===== src/rtl/ua_transmit_cfg_pkg.sv =====
// Shared definitions for the parametrised UART transmitter: FSM states,
// parity modes and a ceiling-log2 helper for counter widths.
package ua_transmit_cfg_pkg;

  typedef enum logic [2:0] {
    UA_TX_IDLE   = 3'd0,
    UA_TX_START  = 3'd1,
    UA_TX_DATA   = 3'd2,
    UA_TX_PARITY = 3'd3,
    UA_TX_STOP   = 3'd4
  } tx_state_e;

  localparam int unsigned UA_PAR_NONE = 0;
  localparam int unsigned UA_PAR_EVEN = 1;
  localparam int unsigned UA_PAR_ODD  = 2;

  // Bits needed to hold 0..value-1; never less than 1.
  function automatic int unsigned ua_log2(input int unsigned value);
    int unsigned width;
    width = 1;
    for (int unsigned i = 1; i < 32; i++) begin
      if ((64'd1 << i) < 64'(value)) width = i + 1;
    end
    return width;
  endfunction

endpackage


===== src/rtl/ua_transmit_cfg_fifo.sv =====
// Synchronous FIFO feeding the UART transmitter; Depth must be a power of 2.
module ua_tx_fifo
  import ua_transmit_cfg_pkg::*;
#(
  parameter int unsigned Width = 8,
  parameter int unsigned Depth = 4
) (
  input  logic             Clock,
  input  logic             Reset_n,
  input  logic             push,
  input  logic             pop,
  input  logic [Width-1:0] push_data,
  output logic [Width-1:0] pop_data,
  output logic             full,
  output logic             empty
);

  localparam int unsigned PtrW = ua_log2(Depth);

  logic [Width-1:0] mem [Depth];
  logic [PtrW-1:0]  wr_ptr;
  logic [PtrW-1:0]  rd_ptr;
  logic [PtrW:0]    count;
  logic             do_push;
  logic             do_pop;

  assign full     = (count == (PtrW+1)'(Depth));
  assign empty    = (count == '0);
  assign do_push  = push & ~full;
  assign do_pop   = pop & ~empty;
  assign pop_data = mem[rd_ptr];

  always_ff @(posedge Clock) begin
    if (do_push) mem[wr_ptr] <= push_data;
  end

  always_ff @(posedge Clock or negedge Reset_n) begin
    if (!Reset_n) begin
      wr_ptr <= '0;
      rd_ptr <= '0;
      count  <= '0;
    end else begin
      if (do_push) wr_ptr <= wr_ptr + 1'b1;
      if (do_pop)  rd_ptr <= rd_ptr + 1'b1;
      case ({do_push, do_pop})
        2'b10:   count <= count + 1'b1;
        2'b01:   count <= count - 1'b1;
        default: count <= count;
      endcase
    end
  end

endmodule


===== src/rtl/ua_transmit_cfg.sv =====
// Parametrised UART transmitter (start, DataBits LSB-first, optional parity, stop bits).
// UATX_FIFO_EN selects a ua_tx_fifo input buffer; otherwise a single holding register.
module ua_transmit_cfg
  import ua_transmit_cfg_pkg::*;
#(
  parameter int unsigned ClockFreq  = 100_000_000,
  parameter int unsigned BaudRate   = 115_200,
  parameter int unsigned DataBits   = 8,
  parameter int unsigned ParityMode = 0,
  parameter int unsigned StopBits   = 1,
  parameter int unsigned FifoDepth  = 4
) (
  input  logic                Clock,
  input  logic                Reset_n,
  input  logic [DataBits-1:0] DataIn,
  input  logic                DataInValid,
  output logic                DataInReady,
  output logic                SOut,
  output logic                TxBusy,
  output logic                TxDone
);

  localparam int unsigned SymbolEdgeTime = ClockFreq / BaudRate;
  localparam int unsigned BaudW = ua_log2(SymbolEdgeTime);
  localparam int unsigned BitW  = ua_log2(DataBits);
  localparam logic [BaudW-1:0] BaudLast = BaudW'(SymbolEdgeTime - 1);
  localparam logic [BitW-1:0]  DataLast = BitW'(DataBits - 1);
  localparam logic [BitW-1:0]  StopLast = BitW'(StopBits - 1);

  if (SymbolEdgeTime < 4 || DataBits < 5 || DataBits > 9 || ParityMode > 2 ||
      StopBits < 1 || StopBits > 2 || FifoDepth < 2 ||
      (FifoDepth & (FifoDepth - 1)) != 0) begin : g_bad_cfg
    $error("ua_transmit_cfg: illegal parameter set");
  end

  tx_state_e           state, state_next;
  logic [BaudW-1:0]    baud_cnt;
  logic [BitW-1:0]     bit_cnt;
  logic [DataBits-1:0] shift_q;
  logic                parity_q;
  logic                parity_calc;
  logic                symbol_edge;
  logic                load;
  logic                push;
  logic                buf_avail;
  logic                buf_pending;
  logic [DataBits-1:0] buf_data;

  assign push        = DataInValid & DataInReady;
  assign symbol_edge = (baud_cnt == BaudLast);

`ifdef UATX_FIFO_EN
  logic fifo_full;
  logic fifo_empty;
  logic avail_q;

  ua_tx_fifo #(
    .Width (DataBits),
    .Depth (FifoDepth)
  ) u_fifo (
    .Clock     (Clock),
    .Reset_n   (Reset_n),
    .push      (push),
    .pop       (load),
    .push_data (DataIn),
    .pop_data  (buf_data),
    .full      (fifo_full),
    .empty     (fifo_empty)
  );

  // A fresh entry must have been resident a full cycle before the FSM may take it.
  always_ff @(posedge Clock or negedge Reset_n) begin
    if (!Reset_n) avail_q <= 1'b0;
    else          avail_q <= ~fifo_empty;
  end

  assign DataInReady = ~fifo_full;
  assign buf_avail   = ~fifo_empty & avail_q;
  assign buf_pending = ~fifo_empty;
`else
  logic                hold_full;
  logic [DataBits-1:0] hold_q;

  always_ff @(posedge Clock or negedge Reset_n) begin
    if (!Reset_n) begin
      hold_full <= 1'b0;
      hold_q    <= '0;
    end else if (push) begin
      hold_full <= 1'b1;
      hold_q    <= DataIn;
    end else if (load) begin
      hold_full <= 1'b0;
    end
  end

  assign DataInReady = ~hold_full;
  assign buf_avail   = hold_full;
  assign buf_pending = hold_full;
  assign buf_data    = hold_q;
`endif

  assign parity_calc = (ParityMode == UA_PAR_ODD) ? ~(^buf_data) : (^buf_data);

  always_comb begin
    state_next = state;
    load       = 1'b0;
    TxDone     = 1'b0;
    case (state)
      UA_TX_IDLE: begin
        if (buf_avail) begin
          load       = 1'b1;
          state_next = UA_TX_START;
        end
      end
      UA_TX_START: if (symbol_edge) state_next = UA_TX_DATA;
      UA_TX_DATA: begin
        if (symbol_edge && bit_cnt == DataLast)
          state_next = (ParityMode != UA_PAR_NONE) ? UA_TX_PARITY : UA_TX_STOP;
      end
      UA_TX_PARITY: if (symbol_edge) state_next = UA_TX_STOP;
      UA_TX_STOP: begin
        if (symbol_edge && bit_cnt == StopLast) begin
          TxDone = 1'b1;
          if (buf_avail) begin
            load       = 1'b1;
            state_next = UA_TX_START;
          end else begin
            state_next = UA_TX_IDLE;
          end
        end
      end
      default: state_next = UA_TX_IDLE;
    endcase
  end

  always_ff @(posedge Clock or negedge Reset_n) begin
    if (!Reset_n) begin
      state    <= UA_TX_IDLE;
      baud_cnt <= '0;
      bit_cnt  <= '0;
      shift_q  <= '0;
      parity_q <= 1'b0;
    end else begin
      state <= state_next;

      if (load || state == UA_TX_IDLE || symbol_edge) baud_cnt <= '0;
      else                                            baud_cnt <= baud_cnt + 1'b1;

      // Bit index restarts whenever the FSM moves to another field.
      if (load)             bit_cnt <= '0;
      else if (symbol_edge) bit_cnt <= (state_next != state) ? '0 : bit_cnt + 1'b1;

      if (load) begin
        shift_q  <= buf_data;
        parity_q <= parity_calc;
      end else if (state == UA_TX_DATA && symbol_edge) begin
        shift_q <= shift_q >> 1;
      end
    end
  end

  always_comb begin
    SOut = 1'b1;
    case (state)
      UA_TX_START:  SOut = 1'b0;
      UA_TX_DATA:   SOut = shift_q[0];
      UA_TX_PARITY: SOut = parity_q;
      default:      SOut = 1'b1;
    endcase
  end

  assign TxBusy = (state != UA_TX_IDLE) || buf_pending;

endmodule

===== config.mk =====
export PLATFORM = sky130hd
export DESIGN_NAME = ua_transmit_cfg
export DESIGN_NICKNAME = d
export VERILOG_FILES = /design/src/rtl/ua_transmit_cfg_pkg.sv /design/src/rtl/ua_transmit_cfg_fifo.sv /design/src/rtl/ua_transmit_cfg.sv
export SDC_FILE = /design/constraint.sdc
export NUM_CORES = 1
export LEC_CHECK = 0
export CAP_MARGIN = 20
export CORE_ASPECT_RATIO = 1.2
export CORE_MARGIN = 4
export CORE_UTILIZATION = 48
export CTS_CLUSTER_SIZE = 20
export DETAILED_ROUTE_END_ITERATION = 10
export GPL_ROUTABILITY_DRIVEN = 1
export PLACE_DENSITY = 0.65
export SYNTH_ARGS = -nofsm -noshare
export SYNTH_HDL_FRONTEND = slang
export SYNTH_SLANG_ARGS = --single-unit
export TNS_END_PERCENT = 1

===== constraint.sdc =====
create_clock -name Clock -period 4.5 [get_ports Clock]
set_clock_uncertainty 0.1 [all_clocks]
set_input_delay 0.9 -clock Clock [delete_from_list [all_inputs] [get_ports Clock]]
set_output_delay 0.9 -clock Clock [all_outputs]
set_load 0.05 [all_outputs]

==> metrics.txt <==
antenna violations before repair 0; GRT overflow 0; Total GRT Usage between 10% and 20%; crit path to TxDone; Mean Syn Cell Area 10.9 um^2; antenna-violating nets left 0; CTS sink count 34; FFs w/ async S/R, synth 100%; vias in the first global route 1210; period utilization between 70% and 80%; Ports 15; Clock Tree Root clkbuf_8; post-DP HPWL approximately 2100 um; Post-synth EDFFs 0; Max Buffers Root-to-Sink 2; GPL Wtd Cong 0.782; CTS tree yes; Syn. warnings 0; Worst Path Arrival around 2.5 ns; most frequent cells in the layout 34 x dfrtp_1, 14 x clkdlybuf4s50_1, 12 x nor2_1; VDD IR-drop max between 0.3 and 0.4 mV; internal reg-to-reg setup slack 2.35 ns; hold_buf cts 0; die footprint 0.00468 mm^2; CP Capture Type output pin; n_diodes 0; largest net degree at the start of global routing 35; vias per inst between 5 and 6; final net count 192; first-pass GRT wire length between 5000 and 6000 um; final slew viol count 0; sequential area share after synthesis about half; Worst-path clk slew 0.07 ns; drt pass-1 iters 4; Setup Buffers After CTS 0; RSZ-0062 raised after global routing false; worst-path fanout max 2; DP Area 0.00190 mm^2; initial DRC count 43; post-CTS sizing 0; drt total wl 3000 um; run status finished clean; layout cells sized above 1 21.3%; port bufs 14; Max Fclk 290 MHz; Setup WS post-layout 1.05 ns; Placement Setup Slack 1.34 ns; Crit Path Category flop to output pin; Yosys reg bits 34; Net Count, Synth 175; Slew headroom approximately 45%; detailed-route DRC error count 0; post-route cell area 0.00200 mm^2; # setup viols final 0; P_leak just over 0.9 nW; total number of vias about 1200; R2R cell count 8; Main synth FF type dfrtp_1; CTS buffer count 5; Syn Inst Count 160; PD cells 548 mW/mm^2; post-DR wirelength/cell 13.9 um; Slew @ Worst Pin around 0.83 ns; startpoint type of the worst setup path flop; Worst R2R End shift_q[1]$_DFFE_PN0P_; # fillers 301; Syn Std Cell Area 0.00175 mm^2; core area 0.00342 mm^2; r2r startpoint bit_cnt[0]$_DFFE_PN0P_; Hold WC Path Type flop to flop; Worst Hold Depth 1; final hold vios 0; Area growth syn-to-layout 14.4%; MaxCap Viol Count 0; H-tree depth 2; commonest non-fill, non-tap cell in the layout dfrtp_1; post-synth cell types 41; WHS 0.384 ns; clk_lat worst skew 0.28 ns; Tmin final between 3 and 4 ns; Die Wd around 63 um; Starting Density 51.2%; Req. time, crit path 3.50 ns; Setup crit start bit_cnt[0]$_DFFE_PN0P_; final setup TNS 0 ns; die height 74.2 um; Rows 23
worst max-delay path, cell delays in order, from the launching register on:
cell	delay [ns]
dfrtp_1	0.38
inv_1	0.08
ha_1	0.15
or4b_1	0.46
nor4_2	0.24
clkdlybuf4s50_1	0.87
synthesized netlist by cell type (3+ instances only):
cell	n	share of area, %
dfrtp_1	34	49
nand2_1	11	2.4
mux2i_1	5	2.9
nand2b_1	4	1.4
nand3_1	6	1.7
o21ai_0	6	1.7
nor2_1	12	2.6
o21ai_2	3	1.5
nor2_2	5	1.8
inv_1	7	1.5
ha_1	4	2.9
xnor2_1	9	4.5
mux2_2	7	4.5
a21oi_2	5	2.5
nand3_2	3	1.7
xor2_1	6	3.0
how the worst min path moves through the flow:
stage | slack (ns) | endpoint | start
after global routing | 0.40 | baud_cnt[0]$_DFF_PN0_ | baud_cnt[0]$_DFF_PN0_
final | 0.38 | baud_cnt[0]$_DFF_PN0_ | baud_cnt[0]$_DFF_PN0_
after global placement | 0.36 | baud_cnt[0]$_DFF_PN0_ | baud_cnt[0]$_DFF_PN0_
after detailed placement | 0.38 | baud_cnt[0]$_DFF_PN0_ | baud_cnt[0]$_DFF_PN0_
after floorplan | 0.35 | baud_cnt[0]$_DFF_PN0_ | baud_cnt[0]$_DFF_PN0_
after CTS | 0.39 | baud_cnt[0]$_DFF_PN0_ | baud_cnt[0]$_DFF_PN0_
cells by family (layout without fill, tap and decap cells):
group	Yosys count	count (layout)	synth area share (%)
AO/OA/AOI/OAI	23	23	9.79
adder cells (fa/ha/maj)	4	4	2.86
multiplexers	12	12	7.36
buffers and inverters	13	31	4.00
flip-flops	34	34	48.6
XOR/XNOR	15	15	7.50
AND/OR/NAND/NOR	59	59	19.9
per-layer routing:
metal	share of wire (%)	vias up	global-route usage, %
met4	1.3	0	6.86
li1	-	584	-
met2	46	23	24.0
met1	47	544	19.3
met3	4.9	4	4.38
met5	0	-	0
power by group:
part / switching, W / total, W / leakage [nW] / internal (W)
sequential: 0.0000902 / 0.000501 / 0.422 / 0.000410
combinational: 0.000178 / 0.000368 / 0.456 / 0.000190
clock: 0.000106 / 0.000229 / 0.0482 / 0.000123
sequential cells by signal, indices dropped and copies added (netlist names):
| signal | flops |
|---|---|
| parity_q | 1 |
| shift_q | 8 |
| state | 3 |
| baud_cnt | 10 |
| bit_cnt | 3 |
| buf_avail | 1 |
| buf_data | 8 |
final cells by class:
class / instances / area (um^2) / area share [%]
clock buffers: 7 / 86.3 / 4.31
flip-flops and latches: 34 / 851 / 42.4
clock inverters: 1 / 5.00 / 0.250
well taps: 37 / 46.3 / 2.31
repair buffers: 16 / 159 / 7.93
multi-input cells: 113 / 831 / 41.4
inverters: 7 / 26.3 / 1.31
per-stage QoR:
stage	util, %	power [W]	std cells
2_1_floorplan	-	0.000796	160
3_3_place_gp	55.5	0.000865	206
3_5_place_dp	55.5	0.000876	206
4_1_cts	58.2	0.00111	214
5_1_grt	58.5	0.00118	215
6_report	58.5	0.00110	215
Note: power is estimated with default switching activity, not from simulation.
==> RTL edit, RTL diff (config.mk and constraints unchanged) <==
Add a define of `UATX_FIFO_EN`.
--- a/src/rtl/ua_transmit_cfg.sv
+++ b/src/rtl/ua_transmit_cfg.sv
@@ -1,4 +1,6 @@
 // Parametrised UART transmitter (start, DataBits LSB-first, optional parity, stop bits).
 // UATX_FIFO_EN selects a ua_tx_fifo input buffer; otherwise a single holding register.
+`define UATX_FIFO_EN
+
 module ua_transmit_cfg
   import ua_transmit_cfg_pkg::*;
Function: changed (Yosys sat finds a counterexample within 4 cycles, from zero or initial values and one cycle with Reset_n low).
==> RTL edit against the original RTL <==
Combinational power rose by 74%. Area after synthesis is 65% higher. Maximum frequency is 5.1% higher. Critical path depth unchanged. Cell area rose by 65%. Sequential cell count is 31 higher. Via count increased by 44%. Total power increased by 87%. Worst setup slack improved by 0.17 ns. Largest cell class unchanged. Highest routed layer unchanged. Non-clock buffer count up 1. Synthesized cell count grew 37%. Wire length up 58%.
==> RTL edit: results (changes against the original RTL) <==
- Most frequent cells after synthesis: 33 x dfrtp_1, 32 x edfxtp_1, 20 x nor2_1 (was 34 x dfrtp_1, 12 x nor2_1, 11 x nand2_1)
- Largest net degree at the start of global routing: 34 (was 35)
- Initial DRC Count: 77 (was 43)
- Share of layout cells above drive strength 1: 11.9% (was 21.3%)
- Met1 usage: 18.1% (was 19.3%)
- Post-synth EDFFs: 32 (was 0)
- M1 WL: 2090 um (was 1420 um)
- Post-CTS Setup Repair Bufs: 0 (unchanged)
- First-pass GRT wire length: 8140 um (was 5530 um)
- Nets: 260 (was 192)
- Synth warn: 0 (unchanged)
- WL final: 4750 um (was 3000 um)
- Sequential Power Share: 45.2% (was 45.6%)
- GPL Wtd Cong: 0.784 (was 0.782)
- Routed length on met2: 2380 um (was 1390 um)
- Sequential fraction of the synthesis area: 61.7% (was 48.6%)
- Pre-Repair DR Iteration Count: 4 (unchanged)
- # H-tree levels: 3 (was 2)
- CTS max path bufs: 2 (unchanged)
- Clk pin slew, worst setup/hold paths: 0.07 ns (about the same)
- Largest registers: u_fifo.mem x32, baud_cnt x10, shift_q x8
- Peak supply drop: 0.371 mV (was 0.301 mV)
- Dpl hpwl: 3320 um (was 2110 um)
- Dpl cell area: 3110 um2 (was 1900 um2)
- Int Pwr: 1.37 mW (was 0.724 mW)
- Slew headroom: 55.2% (was 44.6%)
- Vias: 1665 (was 1155)
- Async set or reset register ratio after synthesis: 50.8% (was 100%)
- Port Buffers: 14 (unchanged)
- Overall Global Routing Usage: 15.1% (about the same)
- Met3 wire len: 151 um (was 146 um)
- Skew-Pair Late Insertion Delay: 0.34 ns (was 0.28 ns)
- Crit Path Max Fanout: 4 (was 2)
- Leakage: 1.34 nW (was 0.926 nW)
- Placed cell count: 308 (was 206)
- Met2 usage: 24.2% (was 24.0%)
- WP data arrival: 2.29 ns (was 2.45 ns)
- P_clk: 0.483 mW (was 0.229 mW)
- Mean area per synthesized cell: 13.2 um2 (was 10.9 um2)
- Post-cts sizing count: 0 (unchanged)
- Post-Synthesis Net Count: 240 (was 175)
- Run status: finished clean (unchanged)
- Top cells by area, synth: edfxtp_1 33%, dfrtp_1 29%, mux4_2 6.2%, xnor2_1 3.9%, ha_1 3.9% (was dfrtp_1 49%, mux2_2 4.5%, xnor2_1 4.5%, xor2_1 3.0%, ha_1 2.9%)
- Fillers: 495 (was 301)
- Met3 usage: 4.05% (was 4.38%)
- Via/cell ratio: 5.14 (was 5.37)
- Cts bufs inserted: 9 (was 5)
- Cell variety after synth: 36 (was 41)
-- RTL edit: critical path, stage by stage, from the launching register on --
cell and delay [ns]:
dfrtp_1 0.39, ha_1 0.23, nor3b_2 0.21, nand4b_1 0.18
nor2_1 0.13, clkdlybuf4s50_1 0.80
-- RTL edit: worst paths after layout --
check	start	end	slack (ns)	depth (start not counted)
worst min register to register	baud_cnt[0]	baud_cnt[0]	0.39	1
worst max register to register	baud_cnt[0]	u_fifo.count[2]	2.00	10
min in group asynchronous	Reset_n	baud_cnt[6]	0.85	2
worst max-delay path	baud_cnt[0]	TxDone	1.21	5
max in group asynchronous	Reset_n	bit_cnt[2]	3.13	2
worst min-delay path	baud_cnt[0]	baud_cnt[0]	0.39	1
-- RTL edit: logic make-up (layout without fill, tap and decap cells) --
kind of cell	after synthesis	count (layout)	synth area share, %
and+or+nand+nor	64	64	10.9
AOI/OAI and AO/OA	25	25	4.88
DFF	65	65	61.7
xor gates and xnor gates	20	20	6.05
buffers and inverters	19	44	2.89
muxes	16	16	8.98
adders and majority gates	10	10	4.58
-- RTL edit: stage by stage --
step | hold WS, ns | power [mW] | setup slack, ns | util (%)
floorplan | 0.355 | 1.44 | 1.87 | -
global placement | 0.368 | 1.57 | 1.59 | 54.1
detailed placement | 0.379 | 1.59 | 1.58 | 54.2
CTS | 0.389 | 2.08 | 1.18 | 57.6
global route | 0.418 | 2.20 | 1.07 | 57.6
finish | 0.386 | 2.05 | 1.21 | 57.6
-- RTL edit: layout make-up --
class                   count  share of cell area [%]
clock buffers               9                    3.74
clock inverters             7                    2.16
inverters                  11                    1.25
multi-input cells         135                    31.0
flip-flops and latches     65                    54.0
well taps                  80                    3.02
repair buffers             17                    4.84
